`src/rtl/occ_burst_packer_pkg.sv`:
```
// Shared types and constants for the occupancy-code burst packer.
// The burst word record is the FIFO entry layout: {data, keep, last}.
package occ_burst_packer_pkg;

    localparam int BURST_SIZE = 64;
    localparam int OCC_WIDTH  = 8;
    localparam int LANES      = BURST_SIZE / OCC_WIDTH;

    typedef enum logic [2:0] {
        ST_IDLE    = 3'd0,
        ST_COLLECT = 3'd1,
        ST_FLUSH   = 3'd2,
        ST_DRAIN   = 3'd3,
        ST_DONE    = 3'd4
    } state_t;

    typedef struct packed {
        logic [BURST_SIZE-1:0] data;
        logic [LANES-1:0]      keep;
        logic                  last;
    } burst_word_t;

endpackage

```
`src/rtl/occ_fifo.sv`:
```
// Synchronous FIFO for packed burst words; head is read combinationally.
// Pointers carry one extra wrap bit so full and empty are distinguishable.
module occ_fifo #(
    parameter int WIDTH = 73,
    parameter int DEPTH = 4
) (
    input  logic             i_clk,
    input  logic             i_rst_n,
    input  logic             i_push,
    input  logic [WIDTH-1:0] i_data,
    input  logic             i_pop,
    output logic [WIDTH-1:0] o_head,
    output logic             o_full,
    output logic             o_empty
);

    localparam int AW = $clog2(DEPTH);

    logic [WIDTH-1:0] mem_q [DEPTH];
    logic [AW:0]      wr_ptr_q, wr_ptr_d;
    logic [AW:0]      rd_ptr_q, rd_ptr_d;
    logic             push_ok, pop_ok;

    assign o_empty = (wr_ptr_q == rd_ptr_q);
    assign o_full  = (wr_ptr_q[AW] != rd_ptr_q[AW]) && (wr_ptr_q[AW-1:0] == rd_ptr_q[AW-1:0]);
    assign push_ok = i_push && !o_full;
    assign pop_ok  = i_pop && !o_empty;
    assign o_head  = mem_q[rd_ptr_q[AW-1:0]];

    always_comb begin
        wr_ptr_d = wr_ptr_q + {{AW{1'b0}}, push_ok};
        rd_ptr_d = rd_ptr_q + {{AW{1'b0}}, pop_ok};
    end

    always_ff @(posedge i_clk) begin
        if (!i_rst_n) begin
            wr_ptr_q <= '0;
            rd_ptr_q <= '0;
        end else begin
            wr_ptr_q <= wr_ptr_d;
            rd_ptr_q <= rd_ptr_d;
        end
    end

    // Storage is left unreset so it can map onto distributed/block RAM.
    always_ff @(posedge i_clk) begin
        if (push_ok) begin
            mem_q[wr_ptr_q[AW-1:0]] <= i_data;
        end
    end

endmodule

```
`src/rtl/occ_burst_packer.sv`:
```
// Packs 8-bit occupancy codes into burst words, queues them, and on BFS
// completion flushes a keep-masked final word tagged last.
module occ_burst_packer
    import occ_burst_packer_pkg::*;
#(
    parameter int BURST_SIZE = occ_burst_packer_pkg::BURST_SIZE,
    parameter int FIFO_DEPTH = 4
) (
    input  logic                    i_clk,
    input  logic                    i_rst_n,
    input  logic                    i_start,
    input  logic                    i_occ_valid,
    input  logic [7:0]              i_occ_code,
    output logic                    o_occ_ready,
    input  logic                    i_finish_bfs,
    output logic                    o_burst_valid,
    output logic [BURST_SIZE-1:0]   o_burst_data,
    output logic [BURST_SIZE/8-1:0] o_burst_keep,
    output logic                    o_burst_last,
    input  logic                    i_burst_ready,
    output logic [15:0]             o_word_count,
    output logic                    o_done
);

    localparam int NL = BURST_SIZE / 8;
    localparam int IW = $clog2(NL);
    localparam int FW = BURST_SIZE + NL + 1;

    state_t              state_q, state_d;
    logic [IW-1:0]       idx_q, idx_d;
    logic [BURST_SIZE-1:0] pack_q, pack_d;
    logic [15:0]         count_q, count_d;
    logic                done_q, done_d;

    logic                fifo_full, fifo_empty;
    logic                push, pop, accept;
    logic [FW-1:0]       push_word, head_word;
    logic [BURST_SIZE-1:0] pack_ins;
    logic [NL-1:0]       flush_keep;

    // pack_ins is the pack register with the incoming code dropped into lane idx.
    for (genvar gi = 0; gi < NL; gi++) begin : g_lane
        assign pack_ins[gi*8 +: 8] = (idx_q == IW'(gi)) ? i_occ_code : pack_q[gi*8 +: 8];
        assign flush_keep[gi]      = ({1'b0, idx_q} > (IW+1)'(gi));
    end

    assign accept = (state_q == ST_COLLECT) && i_occ_valid && !fifo_full;
    assign pop    = !fifo_empty && i_burst_ready;

    always_comb begin
        state_d   = state_q;
        idx_d     = idx_q;
        pack_d    = pack_q;
        count_d   = count_q;
        done_d    = done_q;
        push      = 1'b0;
        push_word = {pack_ins, {NL{1'b1}}, 1'b0};
        case (state_q)
            ST_IDLE, ST_DONE: begin
                if (i_start) begin
                    state_d = ST_COLLECT;
                    idx_d   = '0;
                    pack_d  = '0;
                    count_d = '0;
                    done_d  = 1'b0;
                end
            end
            ST_COLLECT: begin
                if (accept) begin
                    if (idx_q == IW'(NL-1)) begin
                        push    = 1'b1;
                        idx_d   = '0;
                        pack_d  = '0;
                        count_d = (count_q == 16'hFFFF) ? count_q : count_q + 16'd1;
                    end else begin
                        pack_d = pack_ins;
                        idx_d  = idx_q + IW'(1);
                    end
                end
                if (i_finish_bfs) begin
                    state_d = ST_FLUSH;
                end
            end
            ST_FLUSH: begin
                // Lanes at or above idx are already zero: pack is cleared after every full word.
                push_word = {pack_q, flush_keep, 1'b1};
                if (!fifo_full) begin
                    push    = 1'b1;
                    state_d = ST_DRAIN;
                    if (idx_q != '0) begin
                        count_d = (count_q == 16'hFFFF) ? count_q : count_q + 16'd1;
                    end
                end
            end
            ST_DRAIN: begin
                if (pop && head_word[0]) begin
                    state_d = ST_DONE;
                    done_d  = 1'b1;
                end
            end
            default: state_d = ST_IDLE;
        endcase
    end

    always_ff @(posedge i_clk) begin
        if (!i_rst_n) begin
            state_q <= ST_IDLE;
            idx_q   <= '0;
            pack_q  <= '0;
            count_q <= '0;
            done_q  <= 1'b0;
        end else begin
            state_q <= state_d;
            idx_q   <= idx_d;
            pack_q  <= pack_d;
            count_q <= count_d;
            done_q  <= done_d;
        end
    end

    occ_fifo #(
        .WIDTH (FW),
        .DEPTH (FIFO_DEPTH)
    ) u_fifo (
        .i_clk   (i_clk),
        .i_rst_n (i_rst_n),
        .i_push  (push),
        .i_data  (push_word),
        .i_pop   (pop),
        .o_head  (head_word),
        .o_full  (fifo_full),
        .o_empty (fifo_empty)
    );

    // Head fields are masked while empty so the bus reads zero out of reset.
    assign o_occ_ready   = (state_q == ST_COLLECT) && !fifo_full;
    assign o_burst_valid = !fifo_empty;
    assign o_burst_data  = fifo_empty ? '0 : head_word[FW-1 -: BURST_SIZE];
    assign o_burst_keep  = fifo_empty ? '0 : head_word[NL:1];
    assign o_burst_last  = !fifo_empty && head_word[0];
    assign o_word_count  = count_q;
    assign o_done        = done_q;

endmodule

```
`config.mk`:
```
export PLATFORM = sky130hd
export DESIGN_NAME = occ_burst_packer
export DESIGN_NICKNAME = d
export VERILOG_FILES = /design/src/rtl/occ_burst_packer_pkg.sv /design/src/rtl/occ_fifo.sv /design/src/rtl/occ_burst_packer.sv
export SDC_FILE = /design/constraint.sdc
export NUM_CORES = 1
export LEC_CHECK = 0
export ABC_AREA = 1
export BUFFER_PORTS_ARGS = -buffer_cell sky130_fd_sc_hd__buf_2
export CAP_MARGIN = 40
export CORE_MARGIN = 3
export CORE_UTILIZATION = 40
export DETAILED_ROUTE_END_ITERATION = 8
export SLEW_MARGIN = 20
export SYNTH_ARGS = -nofsm -noshare
export SYNTH_HDL_FRONTEND = slang
export SYNTH_SLANG_ARGS = --single-unit
export TNS_END_PERCENT = 10
```
`constraint.sdc`:
```
create_clock -name i_clk -period 9.5 [get_ports i_clk]
set_input_delay 0.475 -clock i_clk [delete_from_list [all_inputs] [get_ports i_clk]]
set_output_delay 0.475 -clock i_clk [all_outputs]
set_load 0.03 [all_outputs]
```
[After elaboration in Yosys (flattened, before gate mapping)]
Memory sizes are Yosys's and may differ from the RTL's. A register that Yosys moved wholly into a read port is not among the register bits.
Cells that the tools add are included.
Storage, ports and cells
  bits in registers: 93
  RAM bits: 292
  input port bits: 14
  memories kept: 1
Cells by class
  add/subtract/negate cells: 4
  $lt $le $gt $ge: 7
  equality and inequality tests: 22
  muxes and demuxes: 41
  reduce and logical (&&, ||, !) cells: 22
Memory list
  u_fifo.mem_q: depth 4, bits a word 73, read ports 1, clocked after Yosys merged registers in 1, wr ports 1, RTL line occ_fifo.sv:19  | logic [WIDTH-1:0] mem_q [DEPTH];
Operator list (count)
  2-to-1 mux 64 bit: 4
  one-hot mux 64 bit (2 select lines): 1
  2-to-1 mux 16 bit: 6
  2-to-1 mux 73 bit: 1
  2-to-1 mux 8 bit: 9
  one-hot mux 16 bit (3 select lines): 1
  2-to-1 mux 3 bit: 7
  adder 16 x 1 -> 16 bit, second input constant: 1
  == test 16 bit, second input constant: 1
  == test 3 bit, second input constant: 5
  != test 2 bit, second input constant: 7
  == test 3 x 2 -> 1 bit, second input constant: 4
  one-hot mux 3 bit (4 select lines): 1
  greater-than comparator 3 bit, second input constant: 3
  logical AND 1 bit: 9
  2-to-1 mux 1 bit: 7
  adder 3 x 1 -> 3 bit: 2
  == test 3 x 1 -> 1 bit, second input constant: 2
  greater-than comparator 3 x 1 -> 1 bit, second input constant: 2
  greater-than comparator 3 x 2 -> 1 bit, second input constant: 2
  logical NOT 3 bit: 2
  one-hot mux 3 bit (2 select lines): 1
  AND reduction 3 bit: 2
  AND reduction 6 bit: 1
  other kinds (11): 15

[Logic depth before layout (Yosys ltp)]
Gate-level depths: netlist of the first run.
  word-level depth: 9
  mapped depth: 12
  depth with buffers taken out: 12

[Modules after synthesis]
From an unflattened synthesis of the first run, not the netlist that was laid out.
Second synthesis, totals
  cell total of the unflattened synthesis: 1781
  area total of the unflattened synthesis: 17043.8 um^2
By module, submodules not included
  occ_fifo: times used 1, cells an instance 760, area an instance 11177.0 um^2, sequential area each 8888.5 um^2
  occ_burst_packer: times used 1, cells an instance 1021, area an instance 5866.9 um^2, sequential area each 1741.7 um^2

[Worst setup path after synthesis of the first run]
Ideal clock, no wire load.
  path type: register -> register
  start point: register state_q[0]
  end point: memory u_fifo.mem_q[0][0], enable pin
  setup time: 594 ps
  data arrival time: 5980 ps
  data required time: 8906 ps
  setup slack: 2926 ps
  cell stages (with the launch flop): 9
  path buffers: 1
  clock period less this slack: 6574 ps
  cell sequence: dfxtp_1 inv_2 nand3_2 inv_2 clkbuf_1 nand2_1 nand2_1 inv_1 nor3_1
Between the ends
  word-level cells in the longest chain between the ends: 8
  elaborated cells between the ends (all ways): 9
  classes of those cells: eq/ne: 2; mux: 4; reduce/logical: 3
RTL lines
  start: declaration: RTL line occ_burst_packer.sv:29  | state_t state_q, state_d;
  start signal: assignment: RTL line occ_burst_packer.sv:113  | state_q <= state_d;
  == test 3 x 1 -> 1 bit: RTL line occ_burst_packer.sv:47, occ_burst_packer.sv:58
  logical AND 1 bit (2 in series): RTL line occ_burst_packer.sv:47  | assign accept = (state_q == ST_COLLECT) && i_occ_valid && !fifo_full;
  2-to-1 mux 1 bit: RTL line occ_burst_packer.sv:69  | if (accept) begin
  one-hot mux 1 bit (2 select lines) *: RTL line occ_burst_packer.sv:58  | case (state_q)
  logical AND 1 bit *: RTL line occ_fifo.sv:26  | assign push_ok = i_push && !o_full;
  2-to-1 mux 1 bit *: RTL line occ_fifo.sv:47  | if (push_ok) begin
  2-to-1 mux 1 bit (implied by the code) *: RTL line occ_fifo.sv:48  | mem_q[wr_ptr_q[AW-1:0]] <= i_data;
  end: declaration: RTL line occ_fifo.sv:19
Mark *: on every way between the ends. The rest lies on a longest branch, timed or not.

[Final worst setup path of the first run]
  start point: register u_fifo.rd_ptr_q[0]
  end point: output port o_burst_data[31]
Between the ends
  word-level cells in the longest chain between the ends: 2
RTL lines
  start: declaration: RTL line occ_fifo.sv:21  | logic [AW:0] rd_ptr_q, rd_ptr_d;
  start signal: assignment: RTL line occ_fifo.sv:41  | rd_ptr_q <= rd_ptr_d;
  == test 3 bit: RTL line occ_fifo.sv:24  | assign o_empty = (wr_ptr_q == rd_ptr_q);
  2-to-1 mux 64 bit: RTL line occ_burst_packer.sv:138  | assign o_burst_data = fifo_empty ? '0 : head_word[FW-1 -: BURST_SIZE];
  end: declaration: RTL line occ_burst_packer.sv:17  | output logic [BURST_SIZE-1:0] o_burst_data,
Every way passes these cells.

==> flow_metrics.env, run 1 <==
export IMPL_status="finished clean"
export IMPL_crit_type="reg2out"
export IMPL_cts_root_buffer="clkbuf_16"
export IMPL_fmax_mhz=289
export IMPL_reg2reg_from="u_fifo.rd_ptr_q[0]"
export IMPL_skew_ns=0.0182
export IMPL_routed_wl_um=42200
export IMPL_power_density_nw_per_um2=245
export IMPL_grt_pass1_wl_um=66700
export IMPL_port_buffer_count=105
export IMPL_viasPerCell=5.26
export IMPL_worst_r2r_path_depth=11
export IMPL_fin_setup_tns_ns=0
export IMPL_cellLeakagePower_nw=7.69
export IMPL_final_min_clock_period_ns=3.46
export IMPL_track_usage_pct=18.7
export IMPL_cts_max_level=2
export IMPL_die_area_um2=45000
export IMPL_final_cell_area_um2=19400
export IMPL_std_cell_rows=74
export IMPL_final_layout_size_suffix_gt1_share_pct=11.4
export IMPL_num_antenna_cells=0
export IMPL_end_kind="output port"
export IMPL_ys_warn_count=0
export IMPL_area_growth_pct=13.9
export IMPL_place_congestion=0.802
export IMPL_dr_pass1_iters=5
export IMPL_synthCells=1806
export IMPL_cts_tree="built"
export IMPL_max_slew_margin_pct=41.0
export IMPL_r2r_end="state_q[0]"
export IMPL_core_area_um2=41400
export IMPL_grt_max_degree=91
export IMPL_cp_max_fo=73
export IMPL_drt_iter0_markers=1109
export IMPL_yosysUniqueCellTypes=30
export IMPL_finalHoldViolCount=0
export IMPL_min_delay_start="i_start"
export IMPL_cts_resized=0
export IMPL_post_cts_buffers=0
export IMPL_worstMarginPinSlew_ns=0.876
export IMPL_clk_latency_ns=0.54
export IMPL_synth_nets=1831
export IMPL_worstHoldPathType="in2reg"
export IMPL_clk_pin_slew_worst_paths_ns=0.06
export IMPL_cts_buffers=41
export IMPL_cp_arrival_ns=2.99
export IMPL_post_dp_cell_area_um2=18000
export IMPL_wire_per_inst_um=17.4
export IMPL_postCtsHoldBufs=0
export IMPL_final_nets=1893
export IMPL_post_route_period_util_pct=36.4
export IMPL_grt_pass1_vias=12142
export IMPL_hpwl_um=24800
export IMPL_cap_violations=0
export IMPL_ys_ff_latch=385
export IMPL_setup_violations=0
export IMPL_synth_avg_cell_area_um2=9.42
export IMPL_seq_area_frac_synth_pct=62.5
export IMPL_die_w_um=212
export IMPL_die_y_um=212
export IMPL_clock_sinks=385
export IMPL_cp_start_kind="register"
export IMPL_cts_buffer_depth=3
export IMPL_holdPathEnd="o_done"
export IMPL_hold_depth=4
export IMPL_grt_overflow_total=0
export IMPL_via_count=12781
export IMPL_ir_drop_mv=0.112
export IMPL_drc=0
export IMPL_rsz0062_at_grt="false"
export IMPL_finalMaxSlewViolations=0
export IMPL_grt_antenna_before_repair=0
export IMPL_ant_nets=0
export IMPL_synth_area_um2=17000
export IMPL_floorplan_initialDensity_pct=41.1
export IMPL_io_pins=106
export IMPL_cp_required_ns=9.03
export IMPL_r2r_slack_ns=6.72
==> state kept, by name, summed over array words and instances, names as in the netlist <==
name             flops
pack_q              64
o_done               1
state_q              3
u_fifo.mem_q       292
u_fifo.wr_ptr_q      3
u_fifo.rd_ptr_q      3
idx_q                3
o_word_count        16
==> worst max-delay path, stage by stage (launching register included) <==
cell	delay (ns)
dfxtp_4	0.53
inv_4	0.57
buf_4	0.35
buf_16	0.29
o21ai_0	0.13
o22ai_1	0.18
nand2_1	0.09
inv_1	0.08
buf_2	0.19
==> cell families (layout without fill, tap and decap cells) <==
kind of cell	after synthesis	after routing	synth area share, %
flip-flops	385	385	62.5
AND/OR/NAND/NOR	650	650	15.5
XOR/XNOR	3	3	0.199
buffers and inverters	297	391	6.96
adder cells (fa/ha/maj)	11	11	0.809
AO/OA/AOI/OAI	460	460	14.1
==> worst max-delay path by stage <==
| stage | from | to | cells after the start |
|---|---|---|---|
| floorplan | state_q[0] | u_fifo.mem_q[0][0] | 8 |
| global placement | u_fifo.rd_ptr_q[1] | pack_q[62] | 11 |
| detailed placement | u_fifo.rd_ptr_q[1] | pack_q[60] | 12 |
| CTS | u_fifo.rd_ptr_q[0] | o_burst_data[22] | 7 |
| global route | u_fifo.rd_ptr_q[0] | o_burst_data[31] | 8 |
| finish | u_fifo.rd_ptr_q[0] | o_burst_data[31] | 8 |
==> synth_stat cells (all sizes together) <==
library cell / count / area share (%)
nand4: 17 / 0.63
or2: 1 / 0.037
dfxtp: 93 / 11
nor3: 7 / 0.21
ha: 11 / 0.81
clkinv: 1 / 0.022
clkbuf: 74 / 1.6
nand2: 303 / 6.8
o21ai: 311 / 9.1
o21bai: 3 / 0.13
a21oi: 74 / 2.2
inv: 186 / 4.1
buf: 36 / 1.2
nand3: 29 / 1.1
nor2: 293 / 6.6
o22ai: 72 / 2.6
edfxtp: 292 / 52
xnor2: 3 / 0.20
==> layer usage <==
metal	vias up	global-route usage [%]	part of all wire [%]
met5	-	0	0
met4	0	5.12	2.1
met3	63	2.45	5.5
met2	374	30.1	46
met1	6119	26.8	46
li1	6225	-	-
==> report_power, final <==
group / internal, mW / switching [mW] / total (mW)
combinational: 0.274 / 0.814 / 1.09
clock: 0.962 / 0.630 / 1.59
sequential: 2.01 / 0.0649 / 2.08
total: 3.25 / 1.51 / 4.76
==> layout by cell type, fill, tap and decap left out, drive strengths merged <==
master	count
nor2	293
inv	187
o22ai	72
clkinvlp	1
edfxtp	292
nand2	303
o21ai	311
bufinv	5
a21oi	74
nor3	7
xnor2	3
dfxtp	93
ha	11
clkinv	15
buf	129
o21bai	3
nand4	17
or2	1
clkbuf	54
nand3	29
==> through the flow <==
stage,total power [mW],hold slack (ns),setup WS (ns),util [%],std cells
6_report,4.76,0.378,6.04,46.8,2432
4_1_cts,4.79,0.346,5.72,46.6,2428
3_3_place_gp,3.16,0.451,6.22,43.2,2350
3_5_place_dp,3.19,0.449,6.15,43.4,2353
2_1_floorplan,2.89,0.432,2.93,-,1806
5_1_grt,5.02,0.375,5.84,46.8,2432
==> cell type report <==
class / count / area [µm²]
clock buffers: 54 / 1120
clock inverters: 21 / 221
fillers: 3884 / 22000
inverters: 187 / 704
multi-input cells: 1124 / 5230
flip-flops and latches: 385 / 10600
well taps: 532 / 666
repair buffers: 129 / 818
Note: power is estimated with default switching activity, not from simulation.
==> run 2, diff against run 1 <==
clock period = 3.58 ns   (was 9.5 ns; I/O delays follow)
==> flow_metrics.env, run 2 (synthesis gave the netlist of run 1 again) <==
export IMPL_status="finished clean"
export IMPL_worstMarginPinSlew_ns=0.811
export IMPL_ir_drop_mv=0.328
export IMPL_cp_required_ns=3.40
export IMPL_power_density_nw_per_um2=652
export IMPL_p_sw_mw=4.03
export IMPL_holdPathEnd="o_done"
export IMPL_cts_max_level=2
export IMPL_drt_iter0_markers=926
export IMPL_dr_pass1_iters=5
export IMPL_ant_nets=0
export IMPL_grt_antenna_before_repair=1
export IMPL_fmax_mhz=368
export IMPL_final_min_clock_period_ns=2.72
export IMPL_die_y_um=212
export IMPL_max_stage_delay_ns=0.52
export IMPL_final_cell_area_um2=19400
export IMPL_die_area_um2=45000
export IMPL_largest_register_ffs=292
export IMPL_hold_depth=4
export IMPL_grt_pass1_wl_um=67000
export IMPL_setup_violations=0
export IMPL_skew_ns=0.0129
export IMPL_path_cells="inv_4 -> buf_4 -> o21ai_0 -> o22ai_1 -> nand2_1 -> inv_1 -> buf_2"
export IMPL_cts_root_buffer="clkbuf_16"
export IMPL_cp_slowest_cell="buf_4"
export IMPL_p_clk_share_pct=33.8
export IMPL_num_antenna_cells=0
export IMPL_viasPerCell=5.26
export IMPL_routed_wl_um=42900
export IMPL_crit_type="reg2out"
export IMPL_via_count=12824
export IMPL_final_common_cell="nand2_1"
export IMPL_rsz0062_at_grt="false"
export IMPL_place_ws_ns=1.04
export IMPL_r2r_slack_ns=1.02
export IMPL_final_layout_size_suffix_gt1_share_pct=11.8
export IMPL_clk_pin_slew_worst_paths_ns=0.06
export IMPL_seq_power_share_pct=43.3
export IMPL_worst_r2r_path_depth=11
export IMPL_clk_latency_ns=0.54
export IMPL_post_route_period_util_pct=75.9
export IMPL_finalMaxSlewViolations=0
export IMPL_p_int_mw=8.63
export IMPL_area_growth_pct=14.2
export IMPL_wire_per_inst_um=17.6
export IMPL_finalHoldViolCount=0
export IMPL_port_buffer_count=105
export IMPL_layout_setup_ws_ns=0.861
export IMPL_grt_overflow_total=0
export IMPL_post_cts_buffers=0
export IMPL_reg2reg_from="u_fifo.wr_ptr_q[1]"
export IMPL_cp_arrival_ns=2.54
export IMPL_grt_pass1_vias=11940
export IMPL_core_area_um2=41400
export IMPL_final_nets=1896
export IMPL_floorplan_initialDensity_pct=41.1
export IMPL_fin_setup_tns_ns=0
export IMPL_max_slew_margin_pct=45.3
export IMPL_clock_sinks=385
export IMPL_worstHoldPathType="in2reg"
export IMPL_ff_latch_area_um2=10600
export IMPL_switching_share_pct=31.9
export IMPL_end_kind="output port"
export IMPL_total_power_mw=12.7
export IMPL_hpwl_um=25400
export IMPL_cts_buffer_depth=3
export IMPL_cts_buffers=41
export IMPL_grt_max_degree=72
export IMPL_place_congestion=0.783
export IMPL_drc=0
export IMPL_fill_cells=3839
export IMPL_postCtsHoldBufs=1
export IMPL_std_cell_rows=74
export IMPL_cellLeakagePower_nw=7.72
export IMPL_die_w_um=212
export IMPL_cp_start_kind="register"
export IMPL_final_cell_mix="nand2_1 (299), edfxtp_1 (292), o21ai_0 (290), nor2_1 (287), inv_1 (176)"
export IMPL_cts_tree="built"
export IMPL_post_dp_cell_area_um2=18100
export IMPL_power_frac_comb_pct=22.9
export IMPL_multi_input_comb_area_um2=5250
export IMPL_cts_resized=0
export IMPL_io_pins=106
export IMPL_track_usage_pct=18.9
export IMPL_cp_max_fo=50
export IMPL_min_delay_start="i_start"
export IMPL_r2r_end="pack_q[61]"
export IMPL_cap_violations=0
## run 2: cell types whose count changed in the layout (fill, tap and decap cells not counted), sizes merged
cell	change
buf	+2
clkinv	+1
dlygate4sd3	+1
## run 2: power groups by stage
| stage | combinational, mW | sequential, mW | clock, mW |
|---|---|---|---|
| 2_1_floorplan | 2.06 | 5.59 | 0 |
| 3_3_place_gp | 2.83 | 5.56 | 0 |
| 3_5_place_dp | 2.91 | 5.58 | 0 |
| 4_1_cts | 2.92 | 5.48 | 4.37 |
| 5_1_grt | 3.23 | 5.51 | 4.55 |
| 6_report | 2.90 | 5.48 | 4.28 |
## run 2: final cells by class
cell class / instances / area share, %
Sequential cell: 385 / 54.7
Multi-Input combinational cell: 1124 / 27.0
Clock buffer: 54 / 5.80
Timing Repair Buffer: 132 / 4.22
Inverter: 187 / 3.62
Tap cell: 532 / 3.42
Clock inverter: 22 / 1.19
## run 2: worst max-delay path by stage
stage                        from  slack [ns]            endpoint  cells after the start
2_1_floorplan          state_q[0]       -0.77  u_fifo.mem_q[0][0]                      8
3_3_place_gp   u_fifo.wr_ptr_q[1]        1.14          pack_q[56]                     11
3_5_place_dp   u_fifo.wr_ptr_q[1]        1.04          pack_q[57]                     11
4_1_cts        u_fifo.rd_ptr_q[0]        0.80    o_burst_data[16]                      7
5_1_grt        u_fifo.rd_ptr_q[0]        0.64    o_burst_data[44]                      7
6_report       u_fifo.rd_ptr_q[0]        0.86    o_burst_data[16]                      7
## run 2: critical path: cells and delay by family, from the launching register on
family          cells  cell delay, ns
compound gates      2            0.30
simple gates        1            0.11
buf+inv             4            1.21
flops               1            0.37
## run 2: layer usage
metal / up-vias / wire, µm / global-route usage (%)
met2: 390 / 19900 / 30.6
met3: 74 / 2750 / 3.05
met4: 2 / 1060 / 5.69
met5: - / 7 / 0
met1: 6124 / 19200 / 26.3
li1: 6234 / - / -
## run 2: per-stage QoR
stage | util, % | hold slack [ns] | instances
3_3_place_gp | 43.5 | 0.449 | 2356
2_1_floorplan | - | 0.432 | 1806
4_1_cts | 47.0 | 0.0195 | 2436
3_5_place_dp | 43.7 | 0.446 | 2359
5_1_grt | 47.0 | 0.0806 | 2436
6_report | 47.0 | 0.0328 | 2436
